--- config.mk ---
export PLATFORM = sky130hd
export DESIGN_NAME = apb_master_gen
export DESIGN_NICKNAME = d
export VERILOG_FILES = /design/src/rtl/apb_master_gen.sv
export SDC_FILE = /design/constraint.sdc
export NUM_CORES = 1
export LEC_CHECK = 0
export CORE_MARGIN = 5
export CORE_UTILIZATION = 38
export DETAILED_ROUTE_END_ITERATION = 10
export GPL_ROUTABILITY_DRIVEN = 1
export PLACE_DENSITY = 0.86
export SYNTH_ARGS = -nofsm -noshare
export SYNTH_HDL_FRONTEND = slang
export SYNTH_SLANG_ARGS = --single-unit
--- constraint.sdc ---
create_clock -name PCLK -period 4.75 [get_ports PCLK]
set_input_delay 0.7125 -clock PCLK [delete_from_list [all_inputs] [get_ports PCLK]]
set_output_delay 0.7125 -clock PCLK [all_outputs]
set_load 0.1 [all_outputs]
--- src/rtl/apb_master_gen.sv ---
// Parametrised APB4 requester: valid/ready command in, one-hot PSEL out,
// single-cycle response with slave error, decode error and wait timeout.
module apb_master_gen #(
   parameter  int NSLV    = 4,
   parameter  int DW      = 32,
   parameter  int AW      = 16,
   parameter  int TIMEOUT = 16,
   localparam int SELW    = (NSLV > 1) ? $clog2(NSLV) : 1
) (
   input  logic              PCLK,
   input  logic              PRESET,
   input  logic              cmd_valid,
   output logic              cmd_ready,
   input  logic              cmd_write,
   input  logic [SELW-1:0]   cmd_sel,
   input  logic [AW-1:0]     cmd_addr,
   input  logic [DW-1:0]     cmd_wdata,
   input  logic [DW/8-1:0]   cmd_strb,
   output logic [NSLV-1:0]   PSEL,
   output logic              PENABLE,
   output logic              PWRITE,
   output logic [AW-1:0]     PADDR,
   output logic [DW-1:0]     PWDATA,
   output logic [DW/8-1:0]   PSTRB,
   input  logic [NSLV-1:0]   PREADY,
   input  logic [NSLV*DW-1:0] PRDATA,
   input  logic [NSLV-1:0]   PSLVERR,
   output logic              rsp_valid,
   output logic [DW-1:0]     rsp_rdata,
   output logic              rsp_err,
   output logic              rsp_timeout,
   output logic              busy
);

   localparam int CW = (TIMEOUT > 0) ? $clog2(TIMEOUT + 1) : 1;

   typedef enum logic [1:0] {
      S_IDLE,
      S_SETUP,
      S_ACCESS,
      S_DECERR
   } state_t;

   state_t          r_state;
   logic [CW-1:0]   r_wait;
   logic [SELW-1:0] r_sel;

   logic          w_rdy;
   logic          w_err;
   logic [DW-1:0] w_rdata;
   logic          w_done;
   logic          w_to;
   logic          w_acc;
   logic          w_sel_ok;

   // Only the registered target drives the response path.
   always_comb begin
      w_rdy   = 1'b0;
      w_err   = 1'b0;
      w_rdata = '0;
      for (int i = 0; i < NSLV; i++) begin
         if (r_sel == SELW'(i)) begin
            w_rdy   = PREADY[i];
            w_err   = PSLVERR[i];
            w_rdata = PRDATA[i*DW +: DW];
         end
      end
   end

   assign w_done = (r_state == S_ACCESS) && w_rdy;
   assign w_to   = (TIMEOUT != 0) && (r_state == S_ACCESS) && !w_rdy &&
                   (r_wait == CW'(TIMEOUT - 1));
   assign cmd_ready = (r_state == S_IDLE) || w_done || w_to;
   assign w_acc     = cmd_valid && cmd_ready;
   assign w_sel_ok  = ({1'b0, cmd_sel} < (SELW + 1)'(NSLV));
   assign busy      = (r_state != S_IDLE);

   always_ff @(posedge PCLK) begin
      if (PRESET) begin
         r_state     <= S_IDLE;
         r_wait      <= '0;
         r_sel       <= '0;
         PSEL        <= '0;
         PENABLE     <= 1'b0;
         PWRITE      <= 1'b0;
         PADDR       <= '0;
         PWDATA      <= '0;
         PSTRB       <= '0;
         rsp_valid   <= 1'b0;
         rsp_rdata   <= '0;
         rsp_err     <= 1'b0;
         rsp_timeout <= 1'b0;
      end else begin
         rsp_valid   <= 1'b0;
         rsp_rdata   <= '0;
         rsp_err     <= 1'b0;
         rsp_timeout <= 1'b0;

         if (w_done || w_to) begin
            rsp_valid   <= 1'b1;
            rsp_err     <= w_to || w_err;
            rsp_timeout <= w_to;
            rsp_rdata   <= (w_done && !PWRITE && !w_err) ? w_rdata : '0;
         end
         if (r_state == S_DECERR) begin
            rsp_valid <= 1'b1;
            rsp_err   <= 1'b1;
         end

         if (w_acc) begin
            PENABLE <= 1'b0;
            PADDR   <= cmd_addr;
            PWRITE  <= cmd_write;
            r_sel   <= cmd_sel;
            if (w_sel_ok) begin
               r_state <= S_SETUP;
               PSEL    <= NSLV'(1) << cmd_sel;
               PWDATA  <= cmd_write ? cmd_wdata : '0;
               PSTRB   <= cmd_write ? cmd_strb : '0;
            end else begin
               r_state <= S_DECERR;
               PSEL    <= '0;
               PWDATA  <= '0;
               PSTRB   <= '0;
            end
         end else begin
            unique case (r_state)
               S_IDLE: ;
               S_SETUP: begin
                  r_state <= S_ACCESS;
                  PENABLE <= 1'b1;
                  r_wait  <= '0;
               end
               S_ACCESS: begin
                  if (w_done || w_to) begin
                     r_state <= S_IDLE;
                     PSEL    <= '0;
                     PENABLE <= 1'b0;
                     PWDATA  <= '0;
                     PSTRB   <= '0;
                  end else begin
                     r_wait <= r_wait + 1'b1;
                  end
               end
               S_DECERR: r_state <= S_IDLE;
            endcase
         end
      end
   end

endmodule

=== Yosys cells after proc, flatten, opt, wreduce, memory -nomap -nowiden ===
Index checks and enable logic that the tools add are counted.

* Word-level logic and storage cells: 90
* Flip-flop bits (word level): 102

* Reductions and logical operators: 29
* Add/sub/neg operators: 1
* Equality and inequality tests: 10
* Bitwise gates (word level): 3
* Multiplexer cells: 32
* Shifts and indexed selects: 1

{| class="wikitable"
|+ Operators by type and width
! cell !! count
|-
| 2-to-1 mux 32 bit || 8
|-
| 2-to-1 mux 4 bit || 5
|-
| 2-to-1 mux 1 bit || 14
|-
| case mux 5 bit (2 select lines) || 1
|-
| equality test 2 bit, second input constant || 4
|-
| AND reduction 2 bit || 4
|-
| nonzero test 2 bit || 4
|-
| logical AND 1 bit || 6
|-
| case mux 2 bit (3 select lines) || 1
|-
| adder 5 x 1 -> 5 bit, second input constant || 1
|-
| equality test 5 x 4 -> 1 bit, second input constant || 1
|-
| 2-to-1 mux 5 bit || 1
|-
| equality test 2 x 1 -> 1 bit, second input constant || 2
|-
| zero test 2 bit || 2
|-
| logical OR 1 bit || 4
|-
| nonzero test 4 bit || 1
|-
| OR reduction 2 bit || 2
|-
| left shift 1 x 2 -> 4 bit, first input constant || 1
|-
| zero test 1 bit || 3
|-
| != test 3 x 2 -> 1 bit, second input constant || 1
|-
| NOT 1 bit || 3
|-
| AND reduction 3 bit || 1
|-
| nonzero test 3 bit || 1
|-
| OR reduction 3 bit || 1
|-
| 4 further kinds || 4
|}

=== Depth between registers and ports, before layout ===
Gate-level depths: netlist of run 1.

* Depth after elaboration: 12
* Mapped depth: 7
* Gate-level depth less buffers: 6

=== Worst setup path after synthesis of run 1 ===
OpenSTA, ideal clock, no wires.

* Kind: input to output
* Start point: input PREADY[3]
* End point: output cmd_ready
* Arrival time: 2337 ps
* Slack: 1701 ps
* Required time: 4038 ps
* Stages: 3
* Buffers on the path: 0
* Cell sequence: mux4_2 > o21ai_0 > nand2_1

* Longest elaborated chain between the ends: 5

{| class="wikitable"
|+ Ends and longest elaborated chain
! element !! RTL line !! text
|-
| start: declaration || 25 || <nowiki>input logic [NSLV-1:0] PREADY,</nowiki>
|-
| 2-to-1 mux 1 bit * || 62 || <nowiki>if (r_sel == SELW'(i)) begin</nowiki>
|-
| zero test 1 bit || 71 || <nowiki>assign w_to = (TIMEOUT != 0) && (r_state == S_ACCESS) && !w_rdy &&</nowiki>
|-
| logical AND 1 bit (2 in a row) || 71 ||
|-
| logical OR 1 bit * || 73 || <nowiki>assign cmd_ready = (r_state == S_IDLE) || w_done || w_to;</nowiki>
|-
| end: declaration || 13 || <nowiki>output logic cmd_ready,</nowiki>
|}

Mark *: on every way between the ends. The rest lies on a longest branch, timed or not.

=== Worst setup path in the final report of run 1 ===
* Start point: input PREADY[0]
* End point: output cmd_ready

* Longest elaborated chain between the ends: 8

{| class="wikitable"
|+ Ends and longest elaborated chain
! element !! RTL line
|-
| 2-to-1 mux 1 bit * (4 in a row) || 62
|-
| zero test 1 bit || 71
|-
| logical AND 1 bit (2 in a row) || 71
|-
| logical OR 1 bit * || 73
|}

Marked as above.

==> impl_results.md, run 1 <==
- Drt initial violations: ~210
- Total number of vias: 3986
- Vias in the first global route: 4164
- Cell Pwr Density: 450 mW/mm²
- Finished Core Util: 68.1%
- Slew headroom: about a quarter
- TritonCTS buffer count: 9
- Dpl cells: 763
- Required time worst endpoint: 4040 ps
- Number of synthesized flops with an enable pin: 0
- Final hold vios: 0
- Post-synthesis net count: between 500 and 600
- Post-CTS Setup Inserts: 0
- H-tree levels: 3
- Vias/cell: between 5 and 6
- WL final: 15100 µm
- First-pass GRT wire length: about 22000 µm
- Largest fanout on the critical path: 7
- CTS Hold Bufs: 0
- I/O Buffers: 288
- Area Overhead vs Synth: 76.0%
- CTS Sinks: 102
- Yosys cell types: 38
- Detailed Routing Iterations Pass 1: 4
- VDD IR-drop max: approximately 0.43 mV
- Post-route clock period utilization: 70.8%
- Post-DP HPWL: between 10000 and 15000 µm
- Worst setup SP type: input port
- Share of cells above drive strength 1: 9.55%
- Placed cell areas: 0.00715 mm²
- Io pins: 289
- Yosys top cell by area: dfxtp_1
- DRC violations left: 0
- Root buffer cell: clkbuf_8
- Status: complete, no violations
- #FFs+latches synth: 102
- Worst Reg2Reg Path Length in Cells: 5
- CTS max path bufs: 2
- Setup_tns: 0 ps
- Worst min path class: reg2reg
- Sequential area share after synthesis: just under 50%
- Hold_sp: PADDR[9]$_SDFFE_PP0P_
- Most frequent cells in the layout: clkdlybuf4s50_1, dfxtp_1, nand2_1, a22o_1
- Most common cell after layout, fill and taps aside: clkdlybuf4s50_1
- Synth top area cells: dfxtp_1, mux4_2, a22o_1, nor2b_1, nand2_1
- Slew Limit Fails: 0
- Reg clk slew, reported paths: 90 ps
- FF-to-FF Start: r_sel[0]$_SDFFE_PP0P_
- Worst-Margin Slew: 1110 ps
- Worst reg2reg setup slack: 1890 ps
- WP data arrival: 2650 ps
- Total gr overflow: 0
- NumNets Final: about 840
- Non-filler cells in the finished layout: 779
- Max Cap Violations: 0
- CTS tree: built
- Post-synth top area share: around half
- Fmax achieved: just under 300 MHz
- Prevailing post-synth register cell: dfxtp_1
- Total track usage: 21.6%
- Avg Synthesized Cell Area: 11.8 µm²
- Die width: 115 µm
- Max Clock Skew: 8.78 ps
- Clock Latency Late Sink: ~380 ps
- Core ar.: between 0.01 and 0.015 mm²
- P_leak: 2.64 nW
- Die height: roughly 120 µm
- Crit end category: primary output
- Total power: 3.32 mW
- Syn. warnings: 0
- Final Setup Violations: 0
- Final Cell Area: 0.00738 mm²
- Min cycle time layout: ~3400 ps
- Ys async rst share: 0%
- CTS resizes: 0
- R2r endpoint: rsp_rdata[0]$_SDFF_PP0_
- Starting density of the core: 38.7%
- RSZ-0062 raised after global routing: false
- Routed WL per cell: 19.3 µm
- Initial antenna violation count: 0
- Synthesized cell area: 0.00419 mm²
- Placer Congestion: 0.915
- Cell row count: 38
- WHS Endpoint: PADDR[9]$_SDFFE_PP0P_
- Final ANT Viol Nets: 0
- Synth Instances: around 360
- Die ar.: 0.0132 mm²
- Critical path class: in2out
- # diodes: 0
- Worst Hold Depth: 2
- Largest net degree at the start of global routing: 41
cell families after synthesis:
kind of cell             after synthesis  synth area share, %
AO/OA/AOI/OAI                         79                 14.3
multiplexers                          34                 18.3
AND/OR/NAND/NOR                      101                 12.6
adder cells (fa/ha/maj)                7                 2.09
buffers and inverters                 33                 4.03
flip-flops                           102                 48.7
worst max path at each step:
| stage | start | slack, ps | endpoint | cells after the start |
|---|---|---|---|---|
| floorplan | PREADY[3] | 1700 | cmd_ready | 3 |
| global placement | PREADY[0] | 1400 | cmd_ready | 5 |
| detailed placement | PREADY[0] | 1380 | cmd_ready | 5 |
| CTS | PREADY[0] | 1380 | cmd_ready | 5 |
| global route | PREADY[0] | 1250 | cmd_ready | 5 |
| finish | PREADY[0] | 1390 | cmd_ready | 5 |
per-stage QoR:
step | setup slack (ps) | hold slack (ps)
2_1_floorplan | 1700 | 434
3_3_place_gp | 1400 | 442
3_5_place_dp | 1380 | 449
4_1_cts | 1380 | 462
5_1_grt | 1250 | 486
6_report | 1390 | 460
layout make-up:
type	instances	area (µm²)
fillers	796	3460
repair buffers	293	2920
flip-flops and latches	102	2040
multi-input cells	221	1990
well taps	140	175
clock buffers	9	124
clock inverters	7	105
inverters	7	26.3
synthesized netlist by cell type, types with 5 or more instances:
cell and count:
inv_1 7, nand2_1 42, mux4_2 34, nor2b_1 34, buf_2 5, ha_1 7
a21oi_1 24, buf_6 5, a22o_1 36, clkbuf_1 15, dfxtp_1 102, nor2_1 6
o21ai_0 5
state kept, by name, indices dropped and copies added, names as in the netlist, 2 cells and up:
signal	count
PADDR	16
PSEL	4
PSTRB	4
PWDATA	32
r_sel	2
r_state	2
r_wait	5
rsp_rdata	32
power breakdown:
group	internal (mW)	leakage, nW	switching (mW)
clock	0.305	0.112	0.321
combinational	0.559	1.70	1.12
sequential	0.956	0.828	0.0571
critical path, stage by stage:
cell and delay (ps):
clkdlybuf4s50_1 430, mux4_2 580, o21ai_0 550, nand2_1 110
buf_4 250
routing by layer:
| metal | global-route usage, % | vias up | share of wire [%] |
|---|---|---|---|
| met5 | 0 | - | 0 |
| met4 | 7.98 | 0 | 2.9 |
| met3 | 8.47 | 30 | 9.2 |
| met2 | 36.3 | 205 | 50 |
| met1 | 25.0 | 1897 | 38 |
| li1 | - | 1854 | - |
(Power assumes the default switching activity.)
==> run 2: changes to the inputs <==
--- a/config.mk
+++ b/config.mk
@@ -6,10 +6,10 @@
 export NUM_CORES = 1
 export LEC_CHECK = 0
 export CORE_MARGIN = 5
-export CORE_UTILIZATION = 38
+export CORE_UTILIZATION = 32
 export DETAILED_ROUTE_END_ITERATION = 10
 export GPL_ROUTABILITY_DRIVEN = 1
-export PLACE_DENSITY = 0.86
+export PLACE_DENSITY = 0.77
 export SYNTH_ARGS = -nofsm -noshare
 export SYNTH_HDL_FRONTEND = slang
 export SYNTH_SLANG_ARGS = --single-unit
==> constraint.sdc (replaced) <==
create_clock -name PCLK -period 2.8 [get_ports PCLK]
set_input_delay 0.42 -clock PCLK [delete_from_list [all_inputs] [get_ports PCLK]]
set_output_delay 0.42 -clock PCLK [all_outputs]
set_load 0.1 [all_outputs]
==> run 2 against run 1 <==
Utilization down 11 points. Critical path type is now reg2out. Critical path depth up 1. Die area up 17%. First-iteration DRC count up 17%. Largest power group unchanged. Design area down 0.80%. Non-clock buffer count up 6. Routed wire length up 1.9%. Global-route usage down 2.6 points. Clock-buffer cell count unchanged. Register-to-register slack worse by 1500 ps. Combinational power up 72%.
==> impl_results.md, run 2 (synthesized netlist as in run 1, its figures left out) <==
- TritonCTS buffer count: 9 (unchanged)
- Worst reg2reg setup slack: 420 ps (was 1890 ps)
- Grt met3 use: 6.00% (was 8.47%)
- NumNets Final: 841 (was 835)
- GR Layer Usage met2: 34.7% (was 36.3%)
- Gr busiest metal: met2 (unchanged)
- Post-route clock period utilization: 89.6%
- Total gr overflow: 0 (unchanged)
- VDD IR-drop max: 0.553 mV (was 0.430 mV)
- Largest net degree at the start of global routing: 41 (unchanged)
- Area Overhead vs Synth: 74.6% (was 76.0%)
- Io pins: 289 (unchanged)
- Fmax achieved: 399 MHz
- Worst setup SP type: flip-flop (was input port)
- Starting density of the core: 33.0% (was 38.7%)
- WP data arrival: 2090 ps (was 2650 ps)
- Crit end category: primary output (unchanged)
- Die ar.: 0.0155 mm² (was 0.0132 mm²)
- I/O Buffers: 288 (unchanged)
- Post-CTS Setup Inserts: 0 (unchanged)
- Final Setup Violations: 0 (unchanged)
- Setup_tns: 0 ps (unchanged)
- Slew headroom: 43.1% (was 26.3%)
- CTS Hold Bufs: 0 (unchanged)
- Total number of vias: 4033 (was 3986)
- Vias/cell: 4.94 (was 5.12)
- Vias in the first global route: 4211 (was 4164)
- Worst-Margin Slew: 852 ps (was 1110 ps)
- Placer Congestion: 0.851 (was 0.915)
- Max Cap Violations: 0 (unchanged)
- # diodes: 0 (unchanged)
- Met1 Usage GRT: 21.3% (was 25.0%)
- Routed WL per cell: 18.8 µm (was 19.3 µm)
- RSZ-0062 raised after global routing: false (unchanged)
- First-pass GRT wire length: 23600 µm (was 22100 µm)
- Cell row count: 41 (was 38)
- Total power: 5.82 mW (was 3.32 mW)
- Initial antenna violation count: 0 (unchanged)
- Die height: 124 µm (was 115 µm)
- WL final: 15300 µm (was 15100 µm)
- Top flop regs: PWDATA x32, rsp_rdata x32, PADDR x16 (unchanged)
- Core ar.: 0.0127 mm² (was 0.0108 mm²)
- Max Clock Skew: 7.14 ps (was 8.78 ps)
- Finished Core Util: 57.5% (was 68.1%)
- Total track usage: 19.0% (was 21.6%)
- DRC violations left: 0 (unchanged)
- CTS Sinks: 102 (unchanged)
- Die width: 124 µm (was 115 µm)
- H-tree levels: 3 (unchanged)
- Final ANT Viol Nets: 0 (unchanged)
- CTS tree: built (unchanged)
- CTS max path bufs: 2 (unchanged)
- Slew Limit Fails: 0 (unchanged)
- Post-DP HPWL: 12400 µm (was 11900 µm)
- Root buffer cell: clkbuf_16 (was clkbuf_8)
- Most frequent cells in the layout: clkdlybuf4s50_1, buf_4, dfxtp_1, nand2_1, a22o_1 (was clkdlybuf4s50_1, dfxtp_1, nand2_1, a22o_1)
- Critical path class: reg2out (was in2out)
- Worst min path class: reg2reg (unchanged)
- CTS resizes: 0 (unchanged)
- Most common cell after layout, fill and taps aside: clkdlybuf4s50_1 (unchanged)
- Largest fanout on the critical path: 6 (was 7)
- Share of cells above drive strength 1: 25.1% (was 9.55%)
- Required time worst endpoint: 2380 ps (was 4040 ps)
- Reg clk slew, reported paths: 80 ps (was 90 ps)
- Cell Pwr Density: 795 mW/mm² (was 450 mW/mm²)
- Min cycle time layout: between 2000 and 3000 ps
- Drt initial violations: 244 (was 208)
- Detailed Routing Iterations Pass 1: 4 (unchanged)
- Status: complete, no violations (unchanged)
- Final hold vios: 0 (unchanged)
- Clock Latency Late Sink: 350 ps (was 380 ps)
- P_leak: 2.90 nW (was 2.64 nW)
-- run 2: final cells by class --
cell class | count | area, µm²
well taps | 172 | 215
repair buffers | 299 | 2760
multi-input cells | 221 | 1990
flip-flops and latches | 102 | 2040
clock buffers | 9 | 225
fillers | 1137 | 5400
clock inverters | 7 | 61.3
inverters | 7 | 26.3
-- run 2: power by group --
| part | switching (mW) | internal, mW |
|---|---|---|
| sequential | 0.103 | 1.62 |
| clock | 0.584 | 0.623 |
| combinational | 1.92 | 0.966 |
-- run 2: routing by layer --
layer  share of wire, %  routed length (µm)  up-vias
met5                  0                   0        -
met3                7.4                1140       22
met2                 52                8050      192
met1                 38                5870     1948
li1                   -                   -     1871
met4                1.9                 285        0
-- run 2: through the flow --
step / worst slack, ps / instances / instance area (µm²) / hold WS [ps]
floorplan: 243 / 356 / 4190 / 434
global placement: 109 / 800 / 7020 / 443
detailed placement: 57.1 / 800 / 7020 / 450
CTS: 148 / 816 / 7310 / 460
global route: 188 / 817 / 7320 / 488
finish: 291 / 817 / 7320 / 461
-- run 2: critical path, cell delays in order, from the launching register on --
cell     delay [ps]
dfxtp_1         340
ha_1            230
and3_1          190
ha_1            280
o21ai_0         350
nand2_1         150
buf_12          190
-- run 2: path summary, 6_finish.rpt --
kind	from	to	depth (start not counted)
worst max register to register	r_wait[0]$_SDFFE_PP0P_	PWDATA[24]$_SDFFE_PP0P_	7
worst min register to register	PADDR[2]$_SDFFE_PP0P_	PADDR[2]$_SDFFE_PP0P_	2
worst max-delay path	r_wait[0]$_SDFFE_PP0P_	cmd_ready	6
worst min-delay path	PADDR[2]$_SDFFE_PP0P_	PADDR[2]$_SDFFE_PP0P_	2
==> run 3: changes to the inputs <==
--- a/config.mk
+++ b/config.mk
@@ -5,8 +5,10 @@
 export SDC_FILE = /design/constraint.sdc
 export NUM_CORES = 1
 export LEC_CHECK = 0
+export ABC_AREA = 1
+export CAP_MARGIN = 20
 export CORE_MARGIN = 5
-export CORE_UTILIZATION = 32
+export CORE_UTILIZATION = 33
 export DETAILED_ROUTE_END_ITERATION = 10
 export GPL_ROUTABILITY_DRIVEN = 1
 export PLACE_DENSITY = 0.77
==> run 3 against run 2 <==
Clock power rose by 5%. Sequential power fell by 6%. Worst hold slack improved by 7.5 ps. Routed wire length rose by 19%. Sequential share of layout area fell by 1.2 points. Clock skew rose by 4.0 ps. Clock-buffer cell count rose by 3. Die area rose by 4.9%. Critical path depth rose by 2. Maximum frequency rose by 9.9%. Via count rose by 32%. Largest power group unchanged.
==> impl_results.md, run 3 <==
- Fmax achieved: 438 MHz (was 399 MHz)
- Critical path class: reg2out (unchanged)
- I/O Buffers: 288 (unchanged)
- Vias/cell: 4.95 (was 4.94)
- Min cycle time layout: 2280 ps (was 2510 ps)
- Sequential area share after synthesis: 44.8% (was 48.7%)
- Int Pwr: 2.86 mW (was 3.21 mW)
- Post-synth top area share: 44.8% (was 48.7%)
- DRC violations left: 0 (unchanged)
- H-tree levels: 3 (unchanged)
- Total track usage: 21.1% (was 19.0%)
- Root buffer cell: clkbuf_16 (unchanged)
- Worst-path cell chain: inv_2 -> nand2_1 -> nand2_1 -> nand3_1 -> nand2_2 -> o21bai_4 -> nand2_2 -> buf_12 (was ha_1 -> and3_1 -> ha_1 -> o21ai_0 -> nand2_1 -> buf_12)
- CP Buf/Inv Count: 2 (was 1)
- Number of synthesized flops with an enable pin: 0 (unchanged)
- Crit end category: primary output (unchanged)
- Worst setup SP type: flip-flop (unchanged)
- Die ar.: 0.0163 mm² (was 0.0155 mm²)
- Synthesized cell area: 0.00455 mm² (was 0.00419 mm²)
- CTS tree: built (unchanged)
- CTS resizes: 0 (unchanged)
- Yosys top cell by area: dfxtp_1 (unchanged)
- Cell Pwr Density: 618 mW/mm² (was 795 mW/mm²)
- Syn. warnings: 0 (unchanged)
- Seq pwr share: 34.6% (was 29.7%)
- Post-CTS Setup Inserts: 0 (unchanged)
- Most frequent cells after synthesis: nand2_1, dfxtp_1, nand3_1, o21ai_0, nor2_1 (was dfxtp_1, nand2_1, a22o_1, mux4_2, nor2b_1)
- Yosys cell types: 26 (was 38)
- WHS: 468 ps (was 461 ps)
- Finished Core Util: 55.6% (was 57.5%)
- Total gr overflow: 0 (unchanged)
- WP data arrival: 1860 ps (was 2090 ps)
- Starting density of the core: 33.2% (was 33.0%)
- WL final: 18300 µm (was 15300 µm)
- Reg clk slew, reported paths: 70 ps (was 80 ps)
- Synth top area cells: dfxtp_1, nand2_1, nand3_1, o21ai_0, nand4_1 (was dfxtp_1, mux4_2, a22o_1, nor2b_1, nand2_1)
- Dpl cells: 1054 (was 800)
- Non-filler cells in the finished layout: 1072 (was 817)
- Worst min path class: reg2reg (unchanged)
- Avg Synthesized Cell Area: 7.28 µm² (was 11.8 µm²)
- Prevailing post-synth register cell: dfxtp_1 (unchanged)
- Post-synthesis net count: 827 (was 557)
- Max Cap Violations: 0 (unchanged)
- Top flop regs: PWDATA x32, rsp_rdata x32, PADDR x16 (unchanged)
- FF-to-FF Start: r_sel[1]$_SDFFE_PP0P_ (was r_wait[0]$_SDFFE_PP0P_)
- Cell row count: 43 (was 41)
- Largest net degree at the start of global routing: 65 (was 41)
- Final Cell Area: 0.00763 mm² (was 0.00732 mm²)
- Comb power frac: 38.5% (was 49.6%)
- CTS Hold Bufs: 0 (unchanged)
- TritonCTS buffer count: 9 (unchanged)
- Clock Latency Late Sink: 340 ps (was 350 ps)
- Post-route clock period utilization: 81.5% (was 89.6%)
- Worst-Margin Slew: 471 ps (was 852 ps)
- Placer Congestion: 0.900 (was 0.851)
- #FFs+latches synth: 102 (unchanged)
- Share of cells above drive strength 1: 14.8% (was 25.1%)
- Slew Limit Fails: 0 (unchanged)
- Status: complete, no violations (unchanged)
- P_leak: 3.35 nW (was 2.90 nW)
- Initial antenna violation count: 2 (was 0)
- Final worst slack: 518 ps (was 291 ps)
- Total power: 4.71 mW (was 5.82 mW)
- Ys async rst share: 0% (unchanged)
- Core ar.: 0.0137 mm² (was 0.0127 mm²)
- Final Setup Violations: 0 (unchanged)
- NumNets Final: 1086 (was 841)
- Switching power: 1.85 mW (was 2.61 mW)
- Routed WL per cell: 17.1 µm (was 18.8 µm)
- Io pins: 289 (unchanged)
- Final hold vios: 0 (unchanged)
- Area Overhead vs Synth: 67.4% (was 74.6%)
- Max stage delay on crit path: 530 ps (was 350 ps)
- Most frequent cells in the layout: clkdlybuf4s50_1, nand2_1, buf_4, dfxtp_1, nand3_1 (was clkdlybuf4s50_1, buf_4, dfxtp_1, nand2_1, a22o_1)
- Crit path max-delay family: flip-flops (was adder cells)
- Placement Setup Slack: 463 ps (was 57.1 ps)
- Detailed Routing Iterations Pass 1: 5 (was 4)
- CTS max path bufs: 2 (unchanged)
- Slew headroom: 68.6% (was 43.1%)
- Synth Instances: 626 (was 356)
- Most common cell in the synthesized netlist: nand2_1 (was dfxtp_1)
- Die height: 127 µm (was 124 µm)
- Hold_sp: PSEL[2]$_SDFFE_PP0P_ (was PADDR[2]$_SDFFE_PP0P_)
- Max Clock Skew: 11.1 ps (was 7.14 ps)
- Setup_tns: 0 ps (unchanged)
- Vias in the first global route: 4941 (was 4211)
- RSZ-0062 raised after global routing: false (unchanged)
- Clk pwr share: 27.0% (was 20.7%)
- Placed cell areas: 0.00732 mm² (was 0.00702 mm²)
- Drt initial violations: 379 (was 244)
- CTS Sinks: 102 (unchanged)
- Die width: 127 µm (was 124 µm)
- VDD IR-drop max: 0.316 mV (was 0.553 mV)
- FILL cells: 1321 (was 1137)
- Crit path launch: r_sel[1]$_SDFFE_PP0P_ (was r_wait[0]$_SDFFE_PP0P_)
- Required time worst endpoint: 2380 ps (about the same)
- Largest fanout on the critical path: 12 (was 6)
- Total number of vias: 5307 (was 4033)
- Slowest CP cell: dfxtp_1 (was o21ai_0)
- Post-DP HPWL: 13700 µm (was 12400 µm)
- First-pass GRT wire length: 27200 µm (was 23600 µm)
- Most common cell after layout, fill and taps aside: clkdlybuf4s50_1 (unchanged)
- Final ANT Viol Nets: 0 (unchanged)
- Net Sw Frac: 39.3% (was 44.8%)
run 3: final cells by class:
cell class | instances | area, µm² | area share (%)
timing repair buffer | 300 | 2790 | 36.5
clock inverter | 4 | 55.1 | 0.722
clock buffer | 12 | 246 | 3.23
tap | 180 | 225 | 2.95
antenna | 2 | 5.00 | 0.0656
inverter | 25 | 93.8 | 1.23
multi-input combinational | 447 | 2170 | 28.5
sequential | 102 | 2040 | 26.8
run 3: logic make-up (layout without fill, tap and decap cells):
logic type / after synthesis / count (layout) / share of synthesized area [%]
AND/OR/NAND/NOR: 340 / 340 / 33.9
AO/OA/AOI/OAI: 100 / 100 / 11.6
flip-flops: 102 / 102 / 44.8
other: 0 / 2 / 0
adder cells (fa/ha/maj): 7 / 7 / 1.92
buffers and inverters: 77 / 341 / 7.66
run 3: routing by layer:
layer / vias to the layer above / share of wire (%) / GRT usage [%]
met5: - / 0 / 0
met4: 0 / 2.4 / 8.64
met3: 25 / 11 / 6.61
met2: 237 / 50 / 35.7
met1: 2395 / 37 / 24.8
li1: 2650 / - / -
run 3: path summary, 6_finish.rpt:
check	end	depth (start not counted)	slack, ps
min reg2reg	PSEL[2]$_SDFFE_PP0P_	2	470
max	cmd_ready	8	520
min	PSEL[2]$_SDFFE_PP0P_	2	470
max reg2reg	r_wait[4]$_SDFFE_PP0P_	11	580
run 3: worst reg2reg max path: stages, from the launching register on:
cell and delay (ps):
dfxtp_1 530, inv_2 190, nand2_1 90, nand2_1 50, nand3_1 110, nand2_2 90, o21bai_4 140, buf_4 420
o211ai_2 270, nand2_1 110, nand2_1 50, nor2_1 110
run 3: power by group through the flow:
stage               combinational [mW]  clock (mW)  sequential (mW)
floorplan                        0.640           0             2.24
global placement                  1.81           0             1.66
detailed placement                1.82           0             1.66
CTS                               1.82        1.31             1.63
global route                      1.93        1.37             1.64
finish                            1.81        1.27             1.63
